File: config.mk
export PLATFORM = sky130hd
export DESIGN_NAME = tick_period_meter
export DESIGN_NICKNAME = d
export VERILOG_FILES = /design/src/rtl/tick_period_meter.sv
export SDC_FILE = /design/constraint.sdc
export NUM_CORES = 1
export LEC_CHECK = 0
export BUFFER_PORTS_ARGS = -buffer_cell sky130_fd_sc_hd__buf_4
export CORE_MARGIN = 2
export CORE_UTILIZATION = 62
export CTS_CLUSTER_DIAMETER = 150
export CTS_CLUSTER_SIZE = 16
export DETAILED_ROUTE_END_ITERATION = 7
export GPL_TIMING_DRIVEN = 0
export PLACE_DENSITY = 0.85
export SLEW_MARGIN = 20
export SYNTH_ARGS = -nofsm -noshare
export SYNTH_HDL_FRONTEND = slang
export SYNTH_SLANG_ARGS = --single-unit
File: constraint.sdc
create_clock -name clk -period 4.75 [get_ports clk]
set_input_delay 1.1875 -clock clk [delete_from_list [all_inputs] [get_ports clk]]
set_output_delay 1.1875 -clock clk [all_outputs]
set_load 0.02 [all_outputs]
File: src/rtl/tick_period_meter.sv
// Measures the spacing between rising edges of a tick stream in clk cycles,
// reports lock once the spacing is stable and flags missing ticks.
module tick_period_meter #(
  parameter logic [15:0] MAX_PERIOD = 16'd65535,
  parameter logic [3:0]  LOCK_COUNT = 4'd3
) (
  input  logic        clk,
  input  logic        en,
  input  logic        tick_in,
  output logic [15:0] period,
  output logic        period_valid,
  output logic        locked,
  output logic        timeout,
  output logic [1:0]  state_dbg,
  output logic [15:0] cnt_dbg
);

  typedef enum logic [1:0] {
    IDLE    = 2'b00,
    MEASURE = 2'b01,
    LOCKED  = 2'b10,
    TIMEOUT = 2'b11
  } state_t;

  localparam logic [15:0] CNT_LAST = MAX_PERIOD - 16'd1;

  state_t      r_state, w_state_nxt;
  logic        r_tick_d;
  logic [15:0] r_cnt, w_cnt_nxt;
  logic [15:0] r_period, w_period_nxt;
  logic        r_valid, w_valid_nxt;
  logic        r_locked, w_locked_nxt;
  logic        r_timeout, w_timeout_nxt;
  logic [3:0]  r_match, w_match_nxt;

  logic        w_tick_evt;
  logic [16:0] w_cnt_inc;
  logic        w_same;
  logic [3:0]  w_match_run;

  assign w_tick_evt = tick_in & ~r_tick_d;
  assign w_cnt_inc  = {1'b0, r_cnt} + 17'd1;
  // A zero run count means no reference period is held yet.
  assign w_same     = (w_cnt_inc == {1'b0, r_period}) && (r_match != 4'd0);
  assign w_match_run = !w_same                 ? 4'd1 :
                       (r_match >= LOCK_COUNT) ? LOCK_COUNT :
                                                 r_match + 4'd1;

  always_ff @(posedge clk) begin
    if (!en) begin
      r_state   <= IDLE;
      r_tick_d  <= 1'b0;
      r_cnt     <= 16'd0;
      r_period  <= 16'd0;
      r_valid   <= 1'b0;
      r_locked  <= 1'b0;
      r_timeout <= 1'b0;
      r_match   <= 4'd0;
    end else begin
      r_state   <= w_state_nxt;
      r_tick_d  <= tick_in;
      r_cnt     <= w_cnt_nxt;
      r_period  <= w_period_nxt;
      r_valid   <= w_valid_nxt;
      r_locked  <= w_locked_nxt;
      r_timeout <= w_timeout_nxt;
      r_match   <= w_match_nxt;
    end
  end

  always_comb begin
    w_state_nxt   = r_state;
    w_cnt_nxt     = r_cnt;
    w_period_nxt  = r_period;
    w_valid_nxt   = 1'b0;
    w_locked_nxt  = r_locked;
    w_timeout_nxt = r_timeout;
    w_match_nxt   = r_match;
    case (r_state)
      IDLE: begin
        w_cnt_nxt = 16'd0;
        if (w_tick_evt) w_state_nxt = MEASURE;
      end
      MEASURE, LOCKED: begin
        if (w_tick_evt) begin
          w_cnt_nxt    = 16'd0;
          w_period_nxt = w_cnt_inc[15:0];
          w_valid_nxt  = 1'b1;
          w_match_nxt  = w_match_run;
          if (r_state == LOCKED && !w_same) begin
            w_state_nxt  = MEASURE;
            w_locked_nxt = 1'b0;
          end else if (w_match_run == LOCK_COUNT) begin
            w_state_nxt  = LOCKED;
            w_locked_nxt = 1'b1;
          end
        end else if (r_cnt == CNT_LAST) begin
          // Counter parks at its last value instead of wrapping.
          w_state_nxt   = TIMEOUT;
          w_timeout_nxt = 1'b1;
          w_locked_nxt  = 1'b0;
          w_match_nxt   = 4'd0;
        end else begin
          w_cnt_nxt = w_cnt_inc[15:0];
        end
      end
      TIMEOUT: begin
        if (w_tick_evt) begin
          w_state_nxt   = MEASURE;
          w_timeout_nxt = 1'b0;
          w_cnt_nxt     = 16'd0;
        end
      end
    endcase
  end

  assign period       = r_period;
  assign period_valid = r_valid;
  assign locked       = r_locked;
  assign timeout      = r_timeout;
  assign state_dbg    = r_state;
  assign cnt_dbg      = r_cnt;

endmodule

======== After elaboration in Yosys (flattened, before gate mapping) ========
Index checks and enable logic that the tools add are counted.
operators by class
  add/subtract/negate cells ............... 2
  magnitude comparators ................... 1
  eq/ne operators ......................... 14
  muxes and demuxes ....................... 23
  bitwise gates (word level) .............. 2
  reductions and logical operators ........ 16
operator list
  kind                   number
  $mux 16                3
  $pmux 16 s3            1
  $add 16x1->17 const B  1
  $eq 17x16->1           1
  $eq 16x16->1 const B   1
  $mux 4                 4
  $mux 2                 5
  $mux 1                 8
  $reduce_and 2->1       4
  $ne 2x2->1 const B     3
  $ne 3x3->1 const B     2
  $reduce_and 3->1       2
  $add 4x1->4 const B    1
  $eq 2x2->1 const B     2
  $eq 4x2->1 const B     1
  $ge 4x2->1 const B     1
  $ne 4x4->1 const B     1
  $pmux 2 s2             1
  $reduce_and 4->1       1
  $reduce_bool 2->1      2
  $reduce_bool 4->1      1
  $reduce_or 2->1        2
  $ne 3x1->1 const B     1
  $eq 2x1->1 const B     1
  other kinds (7)        8
storage, ports and cells
  flip-flop bits (word level) ............. 42
  input port bits ......................... 3
  output and inout port bits .............. 37
  logic and storage cells ................. 66

======== Depth between registers and ports, before layout ========
Gate-level depths: netlist of run 1.
  depth in word-level cells ............... 9
  mapped depth ............................ 12
  depth with buffers taken out ............ 9

======== Worst setup path before layout of run 1 ========
Ideal clock, no wire load.
  kind .................................... flip-flop to flip-flop
  start point ............................. register r_cnt[1] (netlist: cnt_dbg[1])
  end point ............................... register r_state[0] (netlist: state_dbg[0])
  library setup time ...................... 0.138 ns
  arrival ................................. 2.652 ns
  required time ........................... 4.612 ns
  slack ................................... 1.960 ns
  stages on the path, launching flop included .. 9
  path buffers ............................ 0
  period minus slack after synthesis ...... 2.790 ns
  path through ............................ dfxtp_1 ha_1 nand4_1 nor3_1 xnor2_1 o2111ai_1 or4_4 a2111oi_4 a211oi_1
between the ends
  word-level cells in the longest chain between the ends .. 8
  elaborated cells between the ends (all ways) .. 14
  classes of those cells .................. add/sub: 1; eq/ne: 5; mux: 4; reduce/logical: 4
ends and longest elaborated chain
  element                                                                RTL line  RTL
  start: declaration                                                     29        logic [15:0] r_cnt, w_cnt_nxt;
  start signal: assignment                                               62        r_cnt <= w_cnt_nxt;
  parallel branches: the longest is 8 deep, another holds $add 16x1->17  -
  end signal: assignment                                                 60        r_state <= w_state_nxt;
  end: declaration                                                       27        state_t r_state, w_state_nxt;
Several ways; the timed one is not identified.
A chain may end at the register's enable or synchronous reset.

======== Worst setup path after layout of run 1 ========
Ends and elaborated chain as after synthesis.

==> results of run 1 <==
-- tightest hold or removal path, cell delays in order (launching register included) --
cell	delay (ns)
dfxtp_1	0.33
nand2_1	0.05
a21oi_1	0.05
-- final cells by class --
class	instances	share of cell area, %
inverter	8	0.9241
timing repair buffer	39	9.010
tap	52	2.002
clock buffer	7	2.657
clock inverter	1	0.1540
sequential	42	25.88
multi-input combinational	262	55.37
buffer	27	4.005
-- stage by stage --
step	setup WS, ns	cell area [sq um]	hold slack [ns]
finish	1.490	3249	0.4648
global route	1.342	3249	0.4835
CTS	1.572	3249	0.4678
detailed placement	1.556	3158	0.4566
global placement	1.658	3158	0.4528
floorplan	1.960	2800	0.4497
-- routing by layer --
layer  track usage, %  vias up  routed length, microns
li1                 -     1314                       -
met2            49.79      111                    3810
met5                0        -                       0
met4            13.00        0                     189
met3            4.131       24                     453
met1            41.21     1324                    3318
-- worst paths after layout --
kind                                  from           end  depth (start not counted)
worst max-delay path            cnt_dbg[1]  state_dbg[0]                          8
worst min-delay path                locked        locked                          2
worst max register to register  cnt_dbg[1]  state_dbg[0]                          8
worst min register to register      locked        locked                          2
-- registers in the layout, indices dropped and copies added, names as in the netlist --
| name | cells |
|---|---|
| timeout | 1 |
| cnt_dbg | 16 |
| r_tick_d | 1 |
| state_dbg | 2 |
| period_valid | 1 |
| locked | 1 |
| r_match | 4 |
| period | 16 |
-- layout by cell type (no fill, tap or decap), types with 6 or more instances in the layout --
cell type,netlist,layout
or3_1,7,7
inv_1,8,8
nand4_1,8,8
and3_1,7,7
nand2b_1,6,6
nand3_1,7,7
clkbuf_8,0,6
nor3_1,6,6
nor2b_1,10,10
o211a_1,17,17
ha_1,6,6
o21ai_0,22,22
a21boi_0,13,13
xor2_1,7,7
and2_1,8,8
buf_4,4,43
a21oi_1,12,12
clkbuf_1,17,18
nor2_1,23,23
dfxtp_1,42,42
xnor2_1,15,15
nand2_1,34,34
-- where the power goes --
part / total (mW) / internal [mW] / switching (mW)
registers: 0.385 / 0.366 / 0.0187
logic: 0.147 / 0.0625 / 0.0847
clock network: 0.248 / 0.117 / 0.130
total: 0.780 / 0.546 / 0.234
-- logic make-up after synthesis --
| group | synth area share [%] |
|---|---|
| adder cells (fa/ha/maj) | 2.681 |
| AND/OR/NAND/NOR | 28.55 |
| multiplexers | 0.7150 |
| buffers and inverters | 5.719 |
| AO/OA/AOI/OAI | 23.82 |
| flip-flops | 30.03 |
| XOR/XNOR | 8.490 |
==> impl_metrics.toml, run 1 <==
[status]
status = "completed"

[placement]
routabilityCongestion = 0.9591
place_inst = 430
portBuffers = 39
dp_hpwl_microns = 5535

[power]
power_density_nw_per_um2 = 240.1
total_power_mw = 0.7801
vdd_drop_max_uv = 143.5
leakage_nw = 1.406

[synthesis]
synth_top_area_share_pct = 30.03
yosysSeqAreaShare_pct = 30.03
yosys_warnings = 0
syn-mean-instance-area_sq_um = 8.260
async_reset_ff_share_pct = 0
synth_area_leaders = "dfxtp_1 (30%), o211a_1 (6.1%), xnor2_1 (4.7%), nand2_1 (4.6%), o21ai_0 (3.9%)"
synth-edff-count = 0
synth_cell_types = 59
synthFlopType = "dfxtp_1"
yosysMostFrequentCell = "dfxtp_1"
yosysTopAreaCell = "dfxtp_1"
synth_cells = 339
synth_nets = 348
synth-seq-cells = 42
netlist_area_sq_um = 2800
netlist_top_cells_count = "dfxtp_1 (42), nand2_1 (34), nor2_1 (23)"

[global_routing]
globalRouteOverflowTotal = 0
grt_max_degree = 13
antenna_found_initial = 0
grt_pass1_wl_microns = 12410
grt_pass1_vias = 2539
grt.total_usage_pct = 30.78

[cts]
cts_num_sinks = 42
cts.clk_slew.worst_paths_ns = 0.08
tritoncts = "built"
post-cts-setup-buffer-count = 0
cts_max_path_buffers = 2
numCtsBuffers = 5
cts-htree-levels = 2
cts_hold_buf = 0
root_buffer = "clkbuf_8"
cts_resized = 0
clock_insertion_delay_worst_skew_ns = 0.30

[timing]
final-hold-violation-count = 0
slew_violations = 0
rsz0062_at_grt = "false"
fin_crit_sh_pct = 68.62
period_minus_slack_ns = 3.260
max_freq_mhz = 306.8
fin_tns_setup_ns = 0
setup_viol = 0
slew_headroom_pct = 57.34
fin_skew_ns = 0.005736
worstMarginPinSlew_ns = 0.6350

[finish]
drive_above_1_share_pct = 18.39
finalNetCount = 394
fill_cells = 346
syn2layout_area_growth_pct = 16.04
fin_util_pct = 74.63
antenna-diode-count = 0
regArea_sq_um = 840.8
finalNonFillerCells = 438
multi_input_area_sq_um = 1799

[die]
num_rows = 24
start_util_pct = 64.31
die_y_microns = 71.21
ios = 40
dieArea_sq_um = 5070
core-area_sq_um = 4354
die_w_microns = 71.21

[worst_setup_path]
reg2reg_slack_ns = 1.49
arrival_ns = 3.42
crit_chain = "ha_1 > nand4_1 > nor3_1 > xnor2_1 > o2111ai_1 > or4_4 > a2111oi_4 > a211oi_1"
critPathKind = "flop to flop"
cp-start-kind = "flop"
critical-path-slowest-cell = "nor3_1"
worstPathRequired_ns = 4.91
crit_path_max_fanout = 10
cp_top_family = "simple AND/OR/NAND/NOR gates"
slowest_delay_ns = 0.58
crit_buf_inv = 0
end_kind = "flop"

[route]
wirelength_microns = 7772
first_pass_iters = 5
wl_per_cell_microns = 17.74
drc = 0
via_per_inst = 6.331
ant_nets = 0
vias = 2773
drtIter0Drc = 241

[job]
max-cap-violations = 0

[min_path]
hold_class = "flop to flop"
Note: power is estimated with default switching activity, not from simulation.
==> run 2: changes to the inputs <==
--- a/config.mk
+++ b/config.mk
@@ -5,14 +5,15 @@
 export SDC_FILE = /design/constraint.sdc
 export NUM_CORES = 1
 export LEC_CHECK = 0
+export ABC_AREA = 1
 export BUFFER_PORTS_ARGS = -buffer_cell sky130_fd_sc_hd__buf_4
 export CORE_MARGIN = 2
-export CORE_UTILIZATION = 62
+export CORE_UTILIZATION = 57
 export CTS_CLUSTER_DIAMETER = 150
 export CTS_CLUSTER_SIZE = 16
 export DETAILED_ROUTE_END_ITERATION = 7
 export GPL_TIMING_DRIVEN = 0
-export PLACE_DENSITY = 0.85
+export PLACE_DENSITY = 0.8
 export SLEW_MARGIN = 20
 export SYNTH_ARGS = -nofsm -noshare
 export SYNTH_HDL_FRONTEND = slang
==> constraint.sdc (replaced) <==
create_clock -name clk -period 3.03 [get_ports clk]
set_input_delay 0.7575 -clock clk [delete_from_list [all_inputs] [get_ports clk]]
set_output_delay 0.7575 -clock clk [all_outputs]
set_load 0.02 [all_outputs]
==> run 2 against run 1 <==
  * Setup slack lost 1.1 ns
  * Register-to-register slack lost 1.1 ns
  * Design area shrank 6.7%
  * Utilization shrank 5.0 points
  * Power grew 58%
  * Via count grew 0.87%
==> impl_metrics.toml, run 2 <==
[global_routing]
antenna_found_initial = 0
globalRouteOverflowTotal = 0
grt_pass1_vias = 2424
grt.total_usage_pct = 26.89
grt_pass1_wl_microns = 10920
grt_max_degree = 13

[timing]
setup_viol = 0
worstMarginPinSlew_ns = 0.9075
fin_crit_sh_pct = 86.43
slew_headroom_pct = 39.03
rsz0062_at_grt = "false"
period_minus_slack_ns = 2.619
fin_skew_ns = 0.006893
final-hold-violation-count = 0
slew_violations = 0
max_freq_mhz = 381.8
fin_tns_setup_ns = 0

[route]
wl_per_cell_microns = 13.09
vias = 2797
wirelength_microns = 6704
first_pass_iters = 5
via_per_inst = 5.463
drc = 0
ant_nets = 0
drtIter0Drc = 186

[synthesis]
synth_nets = 422
yosysSeqAreaShare_pct = 32.56
synth_top_area_share_pct = 32.56
synth-seq-cells = 42
syn-mean-instance-area_sq_um = 6.253
yosys_warnings = 0
netlist_area_sq_um = 2582
synth_area_leaders = "dfxtp_1 (33%), nand2_1 (17%), inv_1 (9.0%), nand3_1 (7.0%), a21oi_1 (6.4%)"
synth_cell_types = 31
netlist_top_cells_count = "nand2_1 (117), inv_1 (62), dfxtp_1 (42)"
synth-edff-count = 0
yosysTopAreaCell = "dfxtp_1"
synthFlopType = "dfxtp_1"
yosysMostFrequentCell = "nand2_1"
synth_cells = 413
async_reset_ff_share_pct = 0

[finish]
fin_util_pct = 69.63
antenna-diode-count = 0
drive_above_1_share_pct = 16.96
fill_cells = 406
final_cell_mix = "nand2_1 (117), inv_1 (62), dfxtp_1 (42), buf_4 (39), nand3_1 (36)"
layout_commonest_cell = "nand2_1"
multi_input_area_sq_um = 1465
fin_area_sq_um = 3032
regArea_sq_um = 840.8
finalNetCount = 468
syn2layout_area_growth_pct = 17.39

[die]
die_w_microns = 71.31
dieArea_sq_um = 5085
ios = 40
core-area_sq_um = 4354
die_y_microns = 71.31
num_rows = 24
start_util_pct = 59.31

[power]
vdd_drop_max_uv = 195.7
p_clk_share_pct = 30.7
swShare_pct = 30.74
seqPwrFrac_pct = 49.2
combPwrFrac_pct = 20.1
leakage_nw = 1.403
cell_internal_pwr_mw = 0.8537
p_sw_mw = 0.3790
total_power_mw = 1.233
power_density_nw_per_um2 = 406.6

[cts]
post-cts-setup-buffer-count = 0
clock_insertion_delay_worst_skew_ns = 0.30
cts_num_sinks = 42
cts.clk_slew.worst_paths_ns = 0.08
cts-htree-levels = 2
cts_resized = 0
cts_hold_buf = 0
numCtsBuffers = 5
root_buffer = "clkbuf_8"
cts_max_path_buffers = 2
tritoncts = "built"

[worst_setup_path]
r2r_start = "state_dbg[0]"
r2r-end = "cnt_dbg[7]"
reg2reg_depth = 9
cp-start-kind = "flop"
worstPathRequired_ns = 3.26
endpoint = "cnt_dbg[7]"
cp_top_family = "simple AND/OR/NAND/NOR gates"
crit_buf_inv = 2
reg2reg_slack_ns = 0.41
crit_path_start = "state_dbg[0]"
end_kind = "flop"
critPathKind = "flop to flop"
worstSetupPathDepth = 9
crit_path_max_fanout = 10
critical-path-slowest-cell = "nor3_1"
slowest_delay_ns = 0.71
crit_chain = "inv_1 > ha_1 > nor2_1 > nand4_1 > o21ai_1 > nor3_1 > clkbuf_1 > nand2_1 > a21oi_1"
arrival_ns = 2.85

[placement]
portBuffers = 39
dp_hpwl_microns = 4941
place_area_sq_um = 2940
routabilityCongestion = 0.9154

[status]
status = "completed"

[min_path]
hold_class = "flop to flop"

[job]
max-cap-violations = 0
## run 2: changes by cell type after synthesis, sizes merged, moves of 10 or more
cell	change
xnor2	-15
nor2	+16
nor2b	-10
a21oi	+22
a21boi	-15
nand2	+97
nand3	+29
clkbuf	-11
inv	+55
o211a	-17
## run 2: area by class of cell
cell class	count	area share, %
multi-input combinational	298	48.33
clock buffer	7	2.848
clock inverter	1	0.1651
inverter	65	8.089
sequential	42	27.73
buffer	8	1.032
tap	52	2.146
timing repair buffer	39	9.657
## run 2: power by group through the flow
stage | clock network (mW) | registers (mW) | logic, mW
detailed placement | 0 | 0.618 | 0.246
floorplan | 0 | 0.645 | 0.132
global route | 0.402 | 0.611 | 0.274
CTS | 0.388 | 0.606 | 0.246
finish | 0.378 | 0.606 | 0.248
global placement | 0 | 0.618 | 0.240
## run 2: worst min path at each step
stage                     cells after the start  slack, ns    endpoint  startpoint
after floorplan                               2       0.41  r_match[2]  r_match[2]
after global placement                        2       0.42  r_match[2]  r_match[2]
after detailed placement                      2       0.42  r_match[2]  r_match[2]
after CTS                                     2       0.43  r_match[2]  r_match[2]
after global routing                          2       0.45  r_match[3]  r_match[3]
final                                         2       0.43  r_match[2]  r_match[2]
## run 2: metal layers
| layer | wire, microns | global-route usage (%) | up-vias |
|---|---|---|---|
| met2 | 3059 | 41.36 | 124 |
| met1 | 2928 | 36.75 | 1249 |
| met5 | 0 | 0 | - |
| met4 | 171 | 13.00 | 0 |
| li1 | - | - | 1408 |
| met3 | 544 | 4.360 | 16 |
## run 2: cell families (layout without fill, tap and decap cells)
group / count (synthesis) / count (layout) / share of synthesized area (%)
simple gates: 227 / 227 / 40.60
buf+inv: 73 / 120 / 10.71
compound gates: 64 / 64 / 12.89
flops: 42 / 42 / 32.56
fa+ha+maj: 6 / 6 / 2.907
xor+xnor: 1 / 1 / 0.3392
## run 2: worst min-delay path, cell delays in order (launching register included)
cell and delay (ns):
dfxtp_1 0.31, inv_1 0.04, nor2_1 0.03
## run 2: through the flow
step	setup WS, ns	instances	hold slack [ns]
5_1_grt	0.1722	512	0.4478
3_3_place_gp	0.5391	504	0.4166
4_1_cts	0.4296	512	0.4295
6_report	0.4111	512	0.4279
3_5_place_dp	0.4717	504	0.4177
2_1_floorplan	0.7632	413	0.4083
==> run 3: changes to the inputs <==
--- a/config.mk
+++ b/config.mk
@@ -7,7 +7,6 @@
 export LEC_CHECK = 0
 export ABC_AREA = 1
 export BUFFER_PORTS_ARGS = -buffer_cell sky130_fd_sc_hd__buf_4
-export CORE_MARGIN = 2
 export CORE_UTILIZATION = 57
 export CTS_CLUSTER_DIAMETER = 150
 export CTS_CLUSTER_SIZE = 16
==> run 3 against run 2 <==
  * Sequential power is essentially flat
  * Register-to-register slack gained 0.05 ns
  * Clock skew shrank 0.0026 ns
  * Sequential share of layout area shrank 0.14 points
  * First-iteration DRC count grew 37%
  * Clock power grew 17%
  * Critical path type unchanged
  * Largest power group unchanged
  * Highest routed layer unchanged
==> impl_metrics.toml, run 3 (synthesized netlist as in run 2, its figures left out) <==
[finish]
antenna-diode-count = 0
fill_cells = 396
syn2layout_area_growth_pct = 17.97
final_cell_mix = "nand2_1 (117), inv_1 (62), dfxtp_1 (42), buf_4 (39), nand3_1 (36)"
finalNetCount = 468
regArea_sq_um = 840.8
multi_input_area_sq_um = 1465
finalNonFillerCells = 512
drive_above_1_share_pct = 16.74
layout_commonest_cell = "nand2_1"

[timing]
slew_violations = 0
rsz0062_at_grt = "false"
fin_skew_ns = 0.004287
worstMarginPinSlew_ns = 0.8916
final-hold-violation-count = 0
setup_ws_ns = 0.4657
whs_ns = 0.4282
period_minus_slack_ns = 2.564
setup_viol = 0
max_freq_mhz = 390.0
fin_crit_sh_pct = 84.63
fin_tns_setup_ns = 0
slew_headroom_pct = 40.10

[global_routing]
grt_max_degree = 13
globalRouteOverflowTotal = 0
grt_pass1_wl_microns = 10790
antenna_found_initial = 0
grt_pass1_vias = 2437
grt.total_usage_pct = 28.03

[cts]
cts.clk_slew.worst_paths_ns = 0.08
cts_hold_buf = 0
cts-htree-levels = 2
clock_insertion_delay_worst_skew_ns = 0.30
numCtsBuffers = 5
tritoncts = "built"
root_buffer = "clkbuf_8"
post-cts-setup-buffer-count = 0
cts_resized = 0
cts_num_sinks = 42
cts_max_path_buffers = 2

[min_path]
hold_path_depth = 2
hold_class = "flop to flop"
hp-start = "r_match[2]"

[die]
core-area_sq_um = 4354
die_y_microns = 69.31
die_w_microns = 69.31
num_rows = 24
ios = 40
start_util_pct = 59.31
dieArea_sq_um = 4804

[job]
max-cap-violations = 0

[status]
status = "completed"

[worst_setup_path]
arrival_ns = 2.73
crit_chain = "inv_2 > ha_1 > inv_1 > nand2_1 > nand2_1 > nand3_1 > nor2_1 > nand3_1 > nor2_1 > nand2_1 > nor2_2 > nand3_2 > nor2_1 > nand2_1 > nand2_2 > nand2_2 > nand3_1 > a21oi_1"
crit_path_start = "cnt_dbg[0]"
r2r_start = "cnt_dbg[0]"
cp-start-kind = "flop"
slowest_delay_ns = 0.45
crit_path_max_fanout = 6
crit_buf_inv = 2
reg2reg_depth = 18
worstSetupPathDepth = 18
cp_top_family = "simple AND/OR/NAND/NOR gates"
critPathKind = "flop to flop"
critical-path-slowest-cell = "dfxtp_1"
end_kind = "flop"
worstPathRequired_ns = 3.20
crit_path_frequent_cell = "nand2_1"

[power]
swShare_pct = 29.33
cell_internal_pwr_mw = 0.9162
power_density_nw_per_um2 = 425.5
combPwrFrac_pct = 19.0
p_sw_mw = 0.3803
total_power_mw = 1.297
vdd_drop_max_uv = 334.9
seqPwrFrac_pct = 46.8
leakage_nw = 1.408
p_clk_share_pct = 34.2

[route]
drc = 0
first_pass_iters = 4
drtIter0Drc = 255
wl_per_cell_microns = 12.80
ant_nets = 0
via_per_inst = 5.271
wirelength_microns = 6553
vias = 2699

[placement]
portBuffers = 39
dp_hpwl_microns = 4820
place_inst = 504
routabilityCongestion = 0.9291
pre_cts_ws_ns = 0.5004
-- run 3: cell count changes in the layout (fill, tap and decap cells not counted) --
cell | previous run | this run
clkinv_2 | 2 | 1
clkbuf_1 | 7 | 8
bufinv_16 | 0 | 1
clkbuf_8 | 6 | 5
-- run 3: worst min-delay path: stages, from the launching register on --
cell     delay [ns]
dfxtp_1        0.31
inv_1          0.04
nor2_1         0.03
-- run 3: final timing paths --
path                        to  slack (ns)
setup reg to reg  state_dbg[1]        0.47
hold reg to reg     r_match[2]        0.43
hold / removal      r_match[2]        0.43
setup / recovery  state_dbg[1]        0.47
-- run 3: routing by layer --
| layer | vias to the layer above | track usage, % | routed length (microns) |
|---|---|---|---|
| li1 | 1406 | - | - |
| met1 | 1187 | 37.05 | 2883 |
| met2 | 92 | 44.44 | 3017 |
| met3 | 14 | 5.959 | 528 |
| met4 | 0 | 11.34 | 123 |
| met5 | - | 0 | 0 |
-- run 3: stage by stage --
step                      util (%)  instance area, sq um
after floorplan                  -                  2582
after global placement       67.53                  2940
after detailed placement     67.53                  2940
after CTS                    69.97                  3047
after global routing         69.97                  3047
final                        69.97                  3047
-- run 3: area by class of cell --
class	instances	area share (%)
sequential	42	27.60
clock buffer	7	2.505
timing repair buffer	39	9.610
multi-input combinational	298	48.09
clock inverter	1	0.9856
buffer	8	1.027
tap	52	2.136
inverter	65	8.049
-- run 3: power groups by stage --
stage,Combinational (mW),Clock [mW],Sequential (mW)
final,0.247,0.443,0.606
after global routing,0.273,0.473,0.610
after CTS,0.246,0.450,0.606
after detailed placement,0.244,0,0.618
after global placement,0.240,0,0.618
after floorplan,0.132,0,0.645
